[src/rtl/system_decode_stage_if.sv]
// Shared decode types and the upstream/downstream bus of system_decode_stage.
// slave is the stage side, master is the dispatch/execute side.
package system_decode_stage_pkg;
  typedef enum logic [2:0] {
    SCALL      = 3'd0,
    SBREAK     = 3'd1,
    RDCYCLE    = 3'd2,
    RDCYCLEH   = 3'd3,
    RDTIME     = 3'd4,
    RDTIMEH    = 3'd5,
    RDINSTRET  = 3'd6,
    RDINSTRETH = 3'd7
  } t_sysop;

  localparam int unsigned CAUSE_W = 2;
  localparam logic [CAUSE_W-1:0] CAUSE_NONE    = 2'd0;
  localparam logic [CAUSE_W-1:0] CAUSE_SCALL   = 2'd1;
  localparam logic [CAUSE_W-1:0] CAUSE_SBREAK  = 2'd2;
  localparam logic [CAUSE_W-1:0] CAUSE_ILLEGAL = 2'd3;
endpackage

interface system_decode_stage_if #(
  parameter int unsigned PC_SIZE = 32
);
  import system_decode_stage_pkg::*;

  logic               i_valid;
  logic               o_ready;
  logic [31:0]        i_instr;
  logic [PC_SIZE-1:0] i_pc;
  logic               o_valid;
  logic               i_ready;
  t_sysop             o_op;
  logic [4:0]         o_rd;
  logic [PC_SIZE-1:0] o_pc;
  logic               o_trap;
  logic [1:0]         o_trap_cause;

  modport slave (
    input  i_valid, i_instr, i_pc, i_ready,
    output o_ready, o_valid, o_op, o_rd, o_pc, o_trap, o_trap_cause
  );

  modport master (
    output i_valid, i_instr, i_pc, i_ready,
    input  o_ready, o_valid, o_op, o_rd, o_pc, o_trap, o_trap_cause
  );
endinterface

[src/rtl/system_decode_stage.sv]
// SYSTEM-class decode/issue stage: decode, 2-entry skid buffer, trap hold-off FSM.
// Optional macro SYSDEC_ILLEGAL_TRAP_EN: illegal encodings trap (cause 3) instead of being dropped.
module system_decode_stage
  import system_decode_stage_pkg::*;
#(
  parameter int unsigned PC_SIZE = 32
) (
  input  logic                  i_aclk,
  input  logic                  i_areset_n,
  input  logic                  i_flush,
  input  logic                  i_trap_ack,
  system_decode_stage_if.slave  bus
);
  localparam int unsigned RD_W = 5;
  localparam logic [6:0]  OPC_SYSTEM = 7'b1110011;

`ifdef SYSDEC_ILLEGAL_TRAP_EN
  localparam bit ILLEGAL_TRAP = 1'b1;
`else
  localparam bit ILLEGAL_TRAP = 1'b0;
`endif

  typedef enum logic [1:0] {RUN, TRAP_OUT, TRAP_WAIT} t_state;

  t_state state_q, state_d;

  logic               out_valid_q, out_valid_d;
  t_sysop             out_op_q, out_op_d;
  logic [RD_W-1:0]    out_rd_q, out_rd_d;
  logic [PC_SIZE-1:0] out_pc_q, out_pc_d;
  logic [CAUSE_W-1:0] out_cause_q, out_cause_d;
  logic               out_trap_q, out_trap_d;

  logic               skid_valid_q, skid_valid_d;
  t_sysop             skid_op_q, skid_op_d;
  logic [RD_W-1:0]    skid_rd_q, skid_rd_d;
  logic [PC_SIZE-1:0] skid_pc_q, skid_pc_d;
  logic [CAUSE_W-1:0] skid_cause_q, skid_cause_d;

  logic               ready_q, ready_d;

  t_sysop             dec_op;
  logic [RD_W-1:0]    dec_rd;
  logic [CAUSE_W-1:0] dec_cause;
  logic               accept, xfer, keep;

  // Instruction decode; anything unmatched stays illegal
  always_comb begin
    dec_op    = SCALL;
    dec_rd    = '0;
    dec_cause = CAUSE_ILLEGAL;
    if (bus.i_instr[6:0] == OPC_SYSTEM) begin
      if (bus.i_instr[14:12] == 3'b010 && bus.i_instr[19:15] == 5'd0) begin
        dec_rd    = bus.i_instr[11:7];
        dec_cause = CAUSE_NONE;
        case (bus.i_instr[31:20])
          12'hC00: dec_op = RDCYCLE;
          12'hC80: dec_op = RDCYCLEH;
          12'hC01: dec_op = RDTIME;
          12'hC81: dec_op = RDTIMEH;
          12'hC02: dec_op = RDINSTRET;
          12'hC82: dec_op = RDINSTRETH;
          default: begin
            dec_rd    = '0;
            dec_cause = CAUSE_ILLEGAL;
          end
        endcase
      end else if (bus.i_instr[14:12] == 3'b000 && bus.i_instr[11:7] == 5'd0 &&
                   bus.i_instr[19:15] == 5'd0) begin
        if (bus.i_instr[31:20] == 12'h000) begin
          dec_op    = SCALL;
          dec_cause = CAUSE_SCALL;
        end else if (bus.i_instr[31:20] == 12'h001) begin
          dec_op    = SBREAK;
          dec_cause = CAUSE_SBREAK;
        end
      end
    end
  end

  assign accept = bus.i_valid && ready_q;
  assign xfer   = out_valid_q && bus.i_ready;
  assign keep   = accept && (ILLEGAL_TRAP || dec_cause != CAUSE_ILLEGAL);

  // Trap hold-off FSM: next state
  always_comb begin
    state_d = state_q;
    case (state_q)
      RUN:       if (keep && dec_cause != CAUSE_NONE) state_d = TRAP_OUT;
      TRAP_OUT:  if (xfer && out_trap_q) state_d = TRAP_WAIT;
      TRAP_WAIT: if (i_trap_ack) state_d = RUN;
      default:   state_d = RUN;
    endcase
    if (i_flush) state_d = RUN;
  end

  always_ff @(posedge i_aclk) begin
    if (!i_areset_n) state_q <= RUN;
    else             state_q <= state_d;
  end

  // Output/skid register next values; output is refilled when empty or draining
  always_comb begin
    out_valid_d  = out_valid_q;
    out_op_d     = out_op_q;
    out_rd_d     = out_rd_q;
    out_pc_d     = out_pc_q;
    out_cause_d  = out_cause_q;
    skid_valid_d = skid_valid_q;
    skid_op_d    = skid_op_q;
    skid_rd_d    = skid_rd_q;
    skid_pc_d    = skid_pc_q;
    skid_cause_d = skid_cause_q;
    if (!out_valid_q || xfer) begin
      if (skid_valid_q) begin
        out_valid_d  = 1'b1;
        out_op_d     = skid_op_q;
        out_rd_d     = skid_rd_q;
        out_pc_d     = skid_pc_q;
        out_cause_d  = skid_cause_q;
        skid_valid_d = 1'b0;
      end else if (keep) begin
        out_valid_d  = 1'b1;
        out_op_d     = dec_op;
        out_rd_d     = dec_rd;
        out_pc_d     = bus.i_pc;
        out_cause_d  = dec_cause;
      end else begin
        out_valid_d  = 1'b0;
      end
    end else if (keep) begin
      skid_valid_d = 1'b1;
      skid_op_d    = dec_op;
      skid_rd_d    = dec_rd;
      skid_pc_d    = bus.i_pc;
      skid_cause_d = dec_cause;
    end
    if (i_flush) begin
      out_valid_d  = 1'b0;
      skid_valid_d = 1'b0;
    end
    out_trap_d = (out_cause_d != CAUSE_NONE);
    ready_d    = (state_d == RUN) && !skid_valid_d;
  end

  always_ff @(posedge i_aclk) begin
    if (!i_areset_n) begin
      out_valid_q  <= 1'b0;
      out_op_q     <= SCALL;
      out_rd_q     <= '0;
      out_pc_q     <= '0;
      out_cause_q  <= CAUSE_NONE;
      out_trap_q   <= 1'b0;
      skid_valid_q <= 1'b0;
      skid_op_q    <= SCALL;
      skid_rd_q    <= '0;
      skid_pc_q    <= '0;
      skid_cause_q <= CAUSE_NONE;
      ready_q      <= 1'b1;
    end else begin
      out_valid_q  <= out_valid_d;
      out_op_q     <= out_op_d;
      out_rd_q     <= out_rd_d;
      out_pc_q     <= out_pc_d;
      out_cause_q  <= out_cause_d;
      out_trap_q   <= out_trap_d;
      skid_valid_q <= skid_valid_d;
      skid_op_q    <= skid_op_d;
      skid_rd_q    <= skid_rd_d;
      skid_pc_q    <= skid_pc_d;
      skid_cause_q <= skid_cause_d;
      ready_q      <= ready_d;
    end
  end

  assign bus.o_ready      = ready_q;
  assign bus.o_valid      = out_valid_q;
  assign bus.o_op         = out_op_q;
  assign bus.o_rd         = out_rd_q;
  assign bus.o_pc         = out_pc_q;
  assign bus.o_trap       = out_trap_q;
  assign bus.o_trap_cause = out_cause_q;
endmodule

[src/flat_wrapper.sv]
// flat-port wrapper written by rule: the top's interface ports become plain ports
module system_decode_stage_flat import system_decode_stage_pkg::*;
#(
  parameter int unsigned PC_SIZE = 32
)
  (i_aclk, i_areset_n, i_flush, i_trap_ack, bus_i_valid, bus_i_instr, bus_i_pc, bus_i_ready, bus_o_ready, bus_o_valid, bus_o_op, bus_o_rd, bus_o_pc, bus_o_trap, bus_o_trap_cause);
  system_decode_stage_if #(.PC_SIZE(PC_SIZE)) bus_i ();
  input  logic i_aclk;
  input  logic i_areset_n;
  input  logic i_flush;
  input  logic i_trap_ack;
  input wire logic [$bits(bus_i.i_valid)-1:0] bus_i_valid;
  input wire logic [$bits(bus_i.i_instr)-1:0] bus_i_instr;
  input wire logic [$bits(bus_i.i_pc)-1:0] bus_i_pc;
  input wire logic [$bits(bus_i.i_ready)-1:0] bus_i_ready;
  output wire logic [$bits(bus_i.o_ready)-1:0] bus_o_ready;
  output wire logic [$bits(bus_i.o_valid)-1:0] bus_o_valid;
  output wire logic [$bits(bus_i.o_op)-1:0] bus_o_op;
  output wire logic [$bits(bus_i.o_rd)-1:0] bus_o_rd;
  output wire logic [$bits(bus_i.o_pc)-1:0] bus_o_pc;
  output wire logic [$bits(bus_i.o_trap)-1:0] bus_o_trap;
  output wire logic [$bits(bus_i.o_trap_cause)-1:0] bus_o_trap_cause;
  assign bus_i.i_valid = bus_i_valid;
  assign bus_i.i_instr = bus_i_instr;
  assign bus_i.i_pc = bus_i_pc;
  assign bus_i.i_ready = bus_i_ready;
  assign bus_o_ready = bus_i.o_ready;
  assign bus_o_valid = bus_i.o_valid;
  assign bus_o_op = bus_i.o_op;
  assign bus_o_rd = bus_i.o_rd;
  assign bus_o_pc = bus_i.o_pc;
  assign bus_o_trap = bus_i.o_trap;
  assign bus_o_trap_cause = bus_i.o_trap_cause;
  system_decode_stage #(.PC_SIZE(PC_SIZE)) u_core (.i_aclk(i_aclk), .i_areset_n(i_areset_n), .i_flush(i_flush), .i_trap_ack(i_trap_ack), .bus(bus_i));
endmodule
[config.mk]
export PLATFORM = sky130hd
export DESIGN_NAME = system_decode_stage_flat
export DESIGN_NICKNAME = d
export VERILOG_FILES = /design/src/rtl/system_decode_stage_if.sv /design/src/rtl/system_decode_stage.sv /design/src/flat_wrapper.sv
export SDC_FILE = /design/constraint.sdc
export NUM_CORES = 1
export LEC_CHECK = 0
export BUFFER_PORTS_ARGS = -buffer_cell sky130_fd_sc_hd__buf_4
export CAP_MARGIN = 25
export CORE_MARGIN = 2
export CORE_UTILIZATION = 35
export DETAILED_ROUTE_END_ITERATION = 12
export PLACE_DENSITY = 0.6
export RECOVER_POWER = 25
export SLEW_MARGIN = 20
export SYNTH_ARGS = -nofsm -noshare
export SYNTH_HDL_FRONTEND = slang
export SYNTH_SLANG_ARGS = --single-unit
[constraint.sdc]
create_clock -name i_aclk -period 3.4 [get_ports i_aclk]
set_input_delay 0.34 -clock i_aclk [delete_from_list [all_inputs] [get_ports i_aclk]]
set_output_delay 0.34 -clock i_aclk [all_outputs]
set_load 0.05 [all_outputs]
==> impl_metrics.tcl, run 1 <==
set metrics [dict create \
    ios 115 \
    finalSetupViolations 0 \
    grt_pass1_wl_mm 20.40 \
    ys_seq_elements 90 \
    cts_buffers 9 \
    row_count 40 \
    die_y_um 113.6 \
    synthFlopType "dfxtp_1" \
    fin_setup_tns_ns 0 \
    multiInputGateArea_um2 2217 \
    cts_tree "done" \
    gp_congestion 0.9009 \
    root_buffer "clkbuf_16" \
    cts_hold_buf 0 \
    detail_route.wl_per_cell_um 17.65 \
    crit_arrival_ns 2.39 \
    cts.clk_slew.worst_paths_ns 0.07 \
    syn_area_per_cell_um2 8.454 \
    synth_cells 497 \
    fin_cells 743 \
    drt-total-wl_mm 13.11 \
    drt_pass1_iterations 6 \
    post_cts_resized 0 \
    overflow 0 \
    cp-end-kind "flip-flop" \
    critPathLaunchType "input pin" \
    synth_top_area_share_pct 42.88 \
    p_per_area_nw_per_um2 396.8 \
    synth_warnings 0 \
    htreeDepth 3 \
    vias_per_cell 5.720 \
    synth_edf_count 0 \
    place_inst 727 \
    synth_top_family_by_area "compound AO/OA/AOI/OAI gates" \
    synthSimpleGateAreaFrac_pct 18.82 \
    synth_cell_types 50 \
    grt_max_degree 70 \
    status "finished, final reports clean" \
    drt_iter0_markers 321 \
    synth_xor_xnor_area_share_pct 0.2085 \
    fin_crit_ns 2.214 \
    n_antenna_cell 0 \
    clock_latency_ns 0.34 \
    dieWidth_um 113.6 \
    rsz0062_at_grt "false" \
    synthMostInstantiatedCell "dfxtp_1" \
    synthToLayoutAreaGrowth_pct 27.22 \
    peakVddDrop_mv 0.2165 \
    clockBufferDepth 2 \
    ys_top_cells_by_count "90 x dfxtp_1, 76 x nand2_1, 63 x a21oi_1" \
    vias 4250 \
    cap_viol_max_count 0 \
    seq_area_frac_synth_pct 42.88 \
    synthArstFlopShare_pct 0 \
    initial_utilization_pct 35.42 \
    drc 0 \
    crit_path_max_fanout 22 \
    max_slew_margin_pct 46.05 \
    antenna_found_initial 0 \
    p_leak_nw 2.296 \
    finalHoldViolations 0 \
    detail-route-antenna-nets 0 \
    grt_pass1_vias 4023 \
    coreArea_um2 11860 \
    clock-sinks 90 \
    ys_top_cells_by_area "dfxtp_1 43%, o211a_1 7.6%, a21oi_1 7.5%" \
    criticalPathCategory "in2reg" \
    reg2reg_depth 5 \
    fillers 1179 \
    muxShareOfSynthArea_pct 0 \
    synth_nets 567 \
    dp_hpwl_mm 8.329 \
    synthesis.area_um2 4202 \
    drv_slew 0 \
    tightestPinTransition_ns 0.8092 \
    seqCellArea_um2 1802 \
    port_buffers 114 \
    critical_path_required_ns 3.58 \
    synth_compound_area_share_pct 33.14 \
    drive_gt1_share_pct 23.99 \
    synth_top_area_cell "dfxtp_1" \
    post-cts-setup-buffer-count 0 \
    fin_worst_skew_ns 0.01141 \
    grt_usage_pct 19.71 \
    hp-class "in2reg" \
    hold_path_depth 2 \
    fmax_ghz 0.4516 \
    post-route-period-util_pct 65.13 \
    synth_adder_area_share_pct 0 \
    nNetsFinal 661 \
    dieArea_um2 12900 \
]
==> layout make-up <==
class / count / area share, %
Sequential cell: 90 / 33.71
Multi-Input combinational cell: 359 / 41.48
Tap cell: 147 / 3.441
Clock buffer: 9 / 4.213
Timing Repair Buffer: 128 / 15.96
Inverter: 3 / 0.2107
Clock inverter: 7 / 0.9831
==> worst paths after layout <==
kind / startpoint / end / slack, ns
min: bus_i_instr[10] / u_core.bus.o_rd[3] / 0.24
max reg2reg: u_core.bus.o_valid / u_core.bus.o_rd[2] / 1.47
min reg2reg: u_core.skid_rd_q[1] / u_core.skid_rd_q[1] / 0.44
max: bus_i_instr[29] / u_core.bus.o_pc[17] / 1.19
==> state kept, by name, indices dropped and copies added (netlist names) <==
signal / count
u_core.skid_op_q: 3
u_core.bus.o_op: 3
u_core.skid_pc_q: 32
u_core.skid_cause_q: 2
u_core.skid_rd_q: 5
u_core.bus.o_trap: 1
u_core.bus.o_valid: 1
u_core.bus.o_rd: 5
u_core.bus.o_pc: 32
u_core.skid_valid_q: 1
u_core.bus.o_ready: 1
u_core.bus.o_trap_cause: 2
u_core.state_q: 2
==> cell usage in the layout (no fill, tap or decap), types with 9 or more instances in the layout <==
cell type / count
a21oi_2: 10
and3_1: 9
clkbuf_16: 9
clkbuf_1: 32
buf_4: 95
o22ai_1: 33
a21oi_1: 63
o211a_1: 32
dfxtp_1: 90
nand2_2: 10
a22oi_1: 33
nand2_1: 76
nand3_1: 17
nor2_1: 15
nor3_1: 10
==> routing by layer <==
| metal | vias to the layer above | global-route usage [%] | routed length [µm] |
|---|---|---|---|
| met2 | 170 | 31.58 | 6013 |
| met3 | 16 | 4.251 | 938 |
| met5 | - | 0 | 0 |
| li1 | 2039 | - | - |
| met1 | 2025 | 26.19 | 5974 |
| met4 | 0 | 7.398 | 185 |
==> power by group <==
part	switching [mW]	total [mW]	internal, mW	leakage, nW
combinational	0.0617	0.123	0.0616	1.44
sequential	0.000000259	1.05	1.05	0.724
clock	0.442	0.945	0.502	0.137
==> worst max-delay path, cell delays in order <==
cell	delay [ns]
buf_4	0.11
nor3_1	0.28
nand2_1	0.24
nor4b_4	0.40
buf_4	0.28
nor2_2	0.15
buf_4	0.28
a21oi_1	0.19
o22ai_1	0.10
==> cell families (layout without fill, tap and decap cells) <==
family	Yosys count	after routing
AOI/OAI and AO/OA	198	198
and+or+nand+nor	160	160
DFF	90	90
buffers and inverters	48	147
xor gates and xnor gates	1	1
==> through the flow <==
step | setup slack (ns) | total power, mW | instance area (µm²) | utilization [%] | hold WS, ns
floorplan | 1.216 | 1.114 | 4202 | - | 0.4251
global placement | 0.8551 | 1.200 | 5187 | 43.73 | 0.4329
detailed placement | 0.8467 | 1.201 | 5187 | 43.73 | 0.4399
CTS | 1.194 | 2.141 | 5465 | 46.08 | 0.2316
global route | 0.9518 | 2.190 | 5345 | 45.06 | 0.2348
finish | 1.186 | 2.121 | 5345 | 45.06 | 0.2420
Note: power is estimated with default switching activity, not from simulation.
==> run 2, diff against run 1 <==
Clock period 3.4 ns to 2.21 ns, I/O delays scaled along.
==> run 2 against run 1 <==
Largest cell class unchanged. Sequential share of layout area is 1.5 points lower. Utilization increased by 2.2 points. Non-clock buffer count grew 24. Clock power grew 77%. First-iteration DRC count shrank 3.1%.
==> impl_metrics.tcl, run 2 (synthesized netlist as in run 1, its figures left out) <==
set metrics [dict create \
    finalSetupViolations 0 \
    clock_latency_ns 0.34 \
    layout_commonest_cell "buf_4" \
    grt_pass1_wl_mm 21.74 \
    r2r-start "u_core.bus.o_ready" \
    cp-end-kind "flip-flop" \
    antenna_found_initial 0 \
    hp-class "in2reg" \
    drt-total-wl_mm 13.38 \
    drt_iter0_markers 311 \
    overflow 0 \
    finalPower_mw 3.489 \
    vias_per_cell 5.755 \
    worstHoldStart "bus_i_instr[8]" \
    drive_gt1_share_pct 26.33 \
    dieArea_um2 12900 \
    fin_crit_ns 1.990 \
    detail-route-antenna-nets 0 \
    grt_max_degree 44 \
    port_buffers 114 \
    rr_endpoint "u_core.bus.o_rd[0]" \
    critPathLaunch "bus_i_instr[7]" \
    dp_hpwl_mm 8.838 \
    crit_path_max_fanout 4 \
    row_count 40 \
    post_cts_resized 0 \
    fillers 1179 \
    finalHoldViolations 0 \
    reg2reg_depth 6 \
    fmax_ghz 0.5025 \
    cap_viol_max_count 0 \
    root_buffer "clkbuf_16" \
    clock-sinks 90 \
    reg2reg_slack_ns 0.47 \
    n_antenna_cell 0 \
    setup_slack_ns 0.2199 \
    drv_slew 0 \
    tightestPinTransition_ns 0.6221 \
    max_slew_margin_pct 58.71 \
    grt_pass1_vias 4258 \
    critPathLaunchType "input pin" \
    drt_pass1_iterations 7 \
    rsz0062_at_grt "false" \
    initial_utilization_pct 35.42 \
    status "finished, final reports clean" \
    p_per_area_nw_per_um2 622.9 \
    cts.clk_slew.worst_paths_ns 0.06 \
    post-cts-setup-buffer-count 0 \
    peakVddDrop_mv 0.4285 \
    critPathCapture "u_core.bus.o_op[0]" \
    gp_congestion 0.8505 \
    crit_arrival_ns 2.24 \
    detail_route.wl_per_cell_um 17.47 \
    drc 0 \
    synthToLayoutAreaGrowth_pct 33.32 \
    htreeDepth 3 \
    dp_slack_ns -0.1302 \
    cts_tree "done" \
    coreArea_um2 11860 \
    criticalPathCategory "in2reg" \
    clockBufferDepth 2 \
    die_y_um 113.6 \
    cts_hold_buf 0 \
    fin_worst_skew_ns 0.007183 \
    cts_buffers 9 \
    vias 4408 \
    post-route-period-util_pct 90.05 \
    critical_path_required_ns 2.46 \
    layout_common_cells "115 x buf_4, 90 x dfxtp_1, 76 x nand2_1" \
    nNetsFinal 685 \
    p_leak_nw 2.439 \
    grt_usage_pct 20.72 \
    ios 115 \
    utilization_pct 47.23 \
    dieWidth_um 113.6 \
]
-- run 2: layout make-up --
type                            instances  area [µm²]  share of cell area [%]
Clock buffer                           13       260.3                   4.646
Clock inverter                          2       60.06                   1.072
Inverter                                3       11.26                  0.2010
Multi-Input combinational cell        359        2217                   39.58
Sequential cell                        90        1802                   32.16
Tap cell                              147       183.9                   3.283
Timing Repair Buffer                  152        1067                   19.05
-- run 2: metrics by stage --
step                      std cells  hold slack (ns)  TNS (ns)  cell area, µm²
after floorplan                 497           0.3511         0            4202
after global placement          751           0.4330    -5.053            5405
after detailed placement        751           0.4443    -5.586            5405
after CTS                       766           0.1167         0            5725
after global routing            766           0.1365         0            5602
final                           766           0.1230         0            5602
-- run 2: where the power goes --
part / switching, mW / internal, mW / total, mW
logic: 0.0963 / 0.101 / 0.197
clock network: 0.623 / 1.05 / 1.67
registers: 0.000000385 / 1.62 / 1.62
total: 0.719 / 2.77 / 3.49
-- run 2: per-layer routing --
layer  global-route usage [%]  wire length [µm]
met1                    28.03              6153
met2                    33.57              6168
met3                    3.613               879
met4                    7.073               179
met5                        0                 0
-- run 2: worst max-delay path, cell delays in order --
cell      delay (ns)
buf_4           0.11
or4_1           0.56
buf_4           0.17
nor4_4          0.37
buf_4           0.19
nand2_1         0.10
a211o_1         0.28
a311oi_1        0.24
-- run 2: how the worst min path moves through the flow --
| stage | cells after the start | endpoint |
|---|---|---|
| after global routing | 3 | u_core.skid_pc_q[6] |
| after detailed placement | 2 | u_core.skid_rd_q[3] |
| after floorplan | 2 | u_core.skid_rd_q[0] |
| after CTS | 2 | u_core.bus.o_rd[1] |
| after global placement | 2 | u_core.skid_rd_q[2] |
| final | 2 | u_core.bus.o_rd[1] |
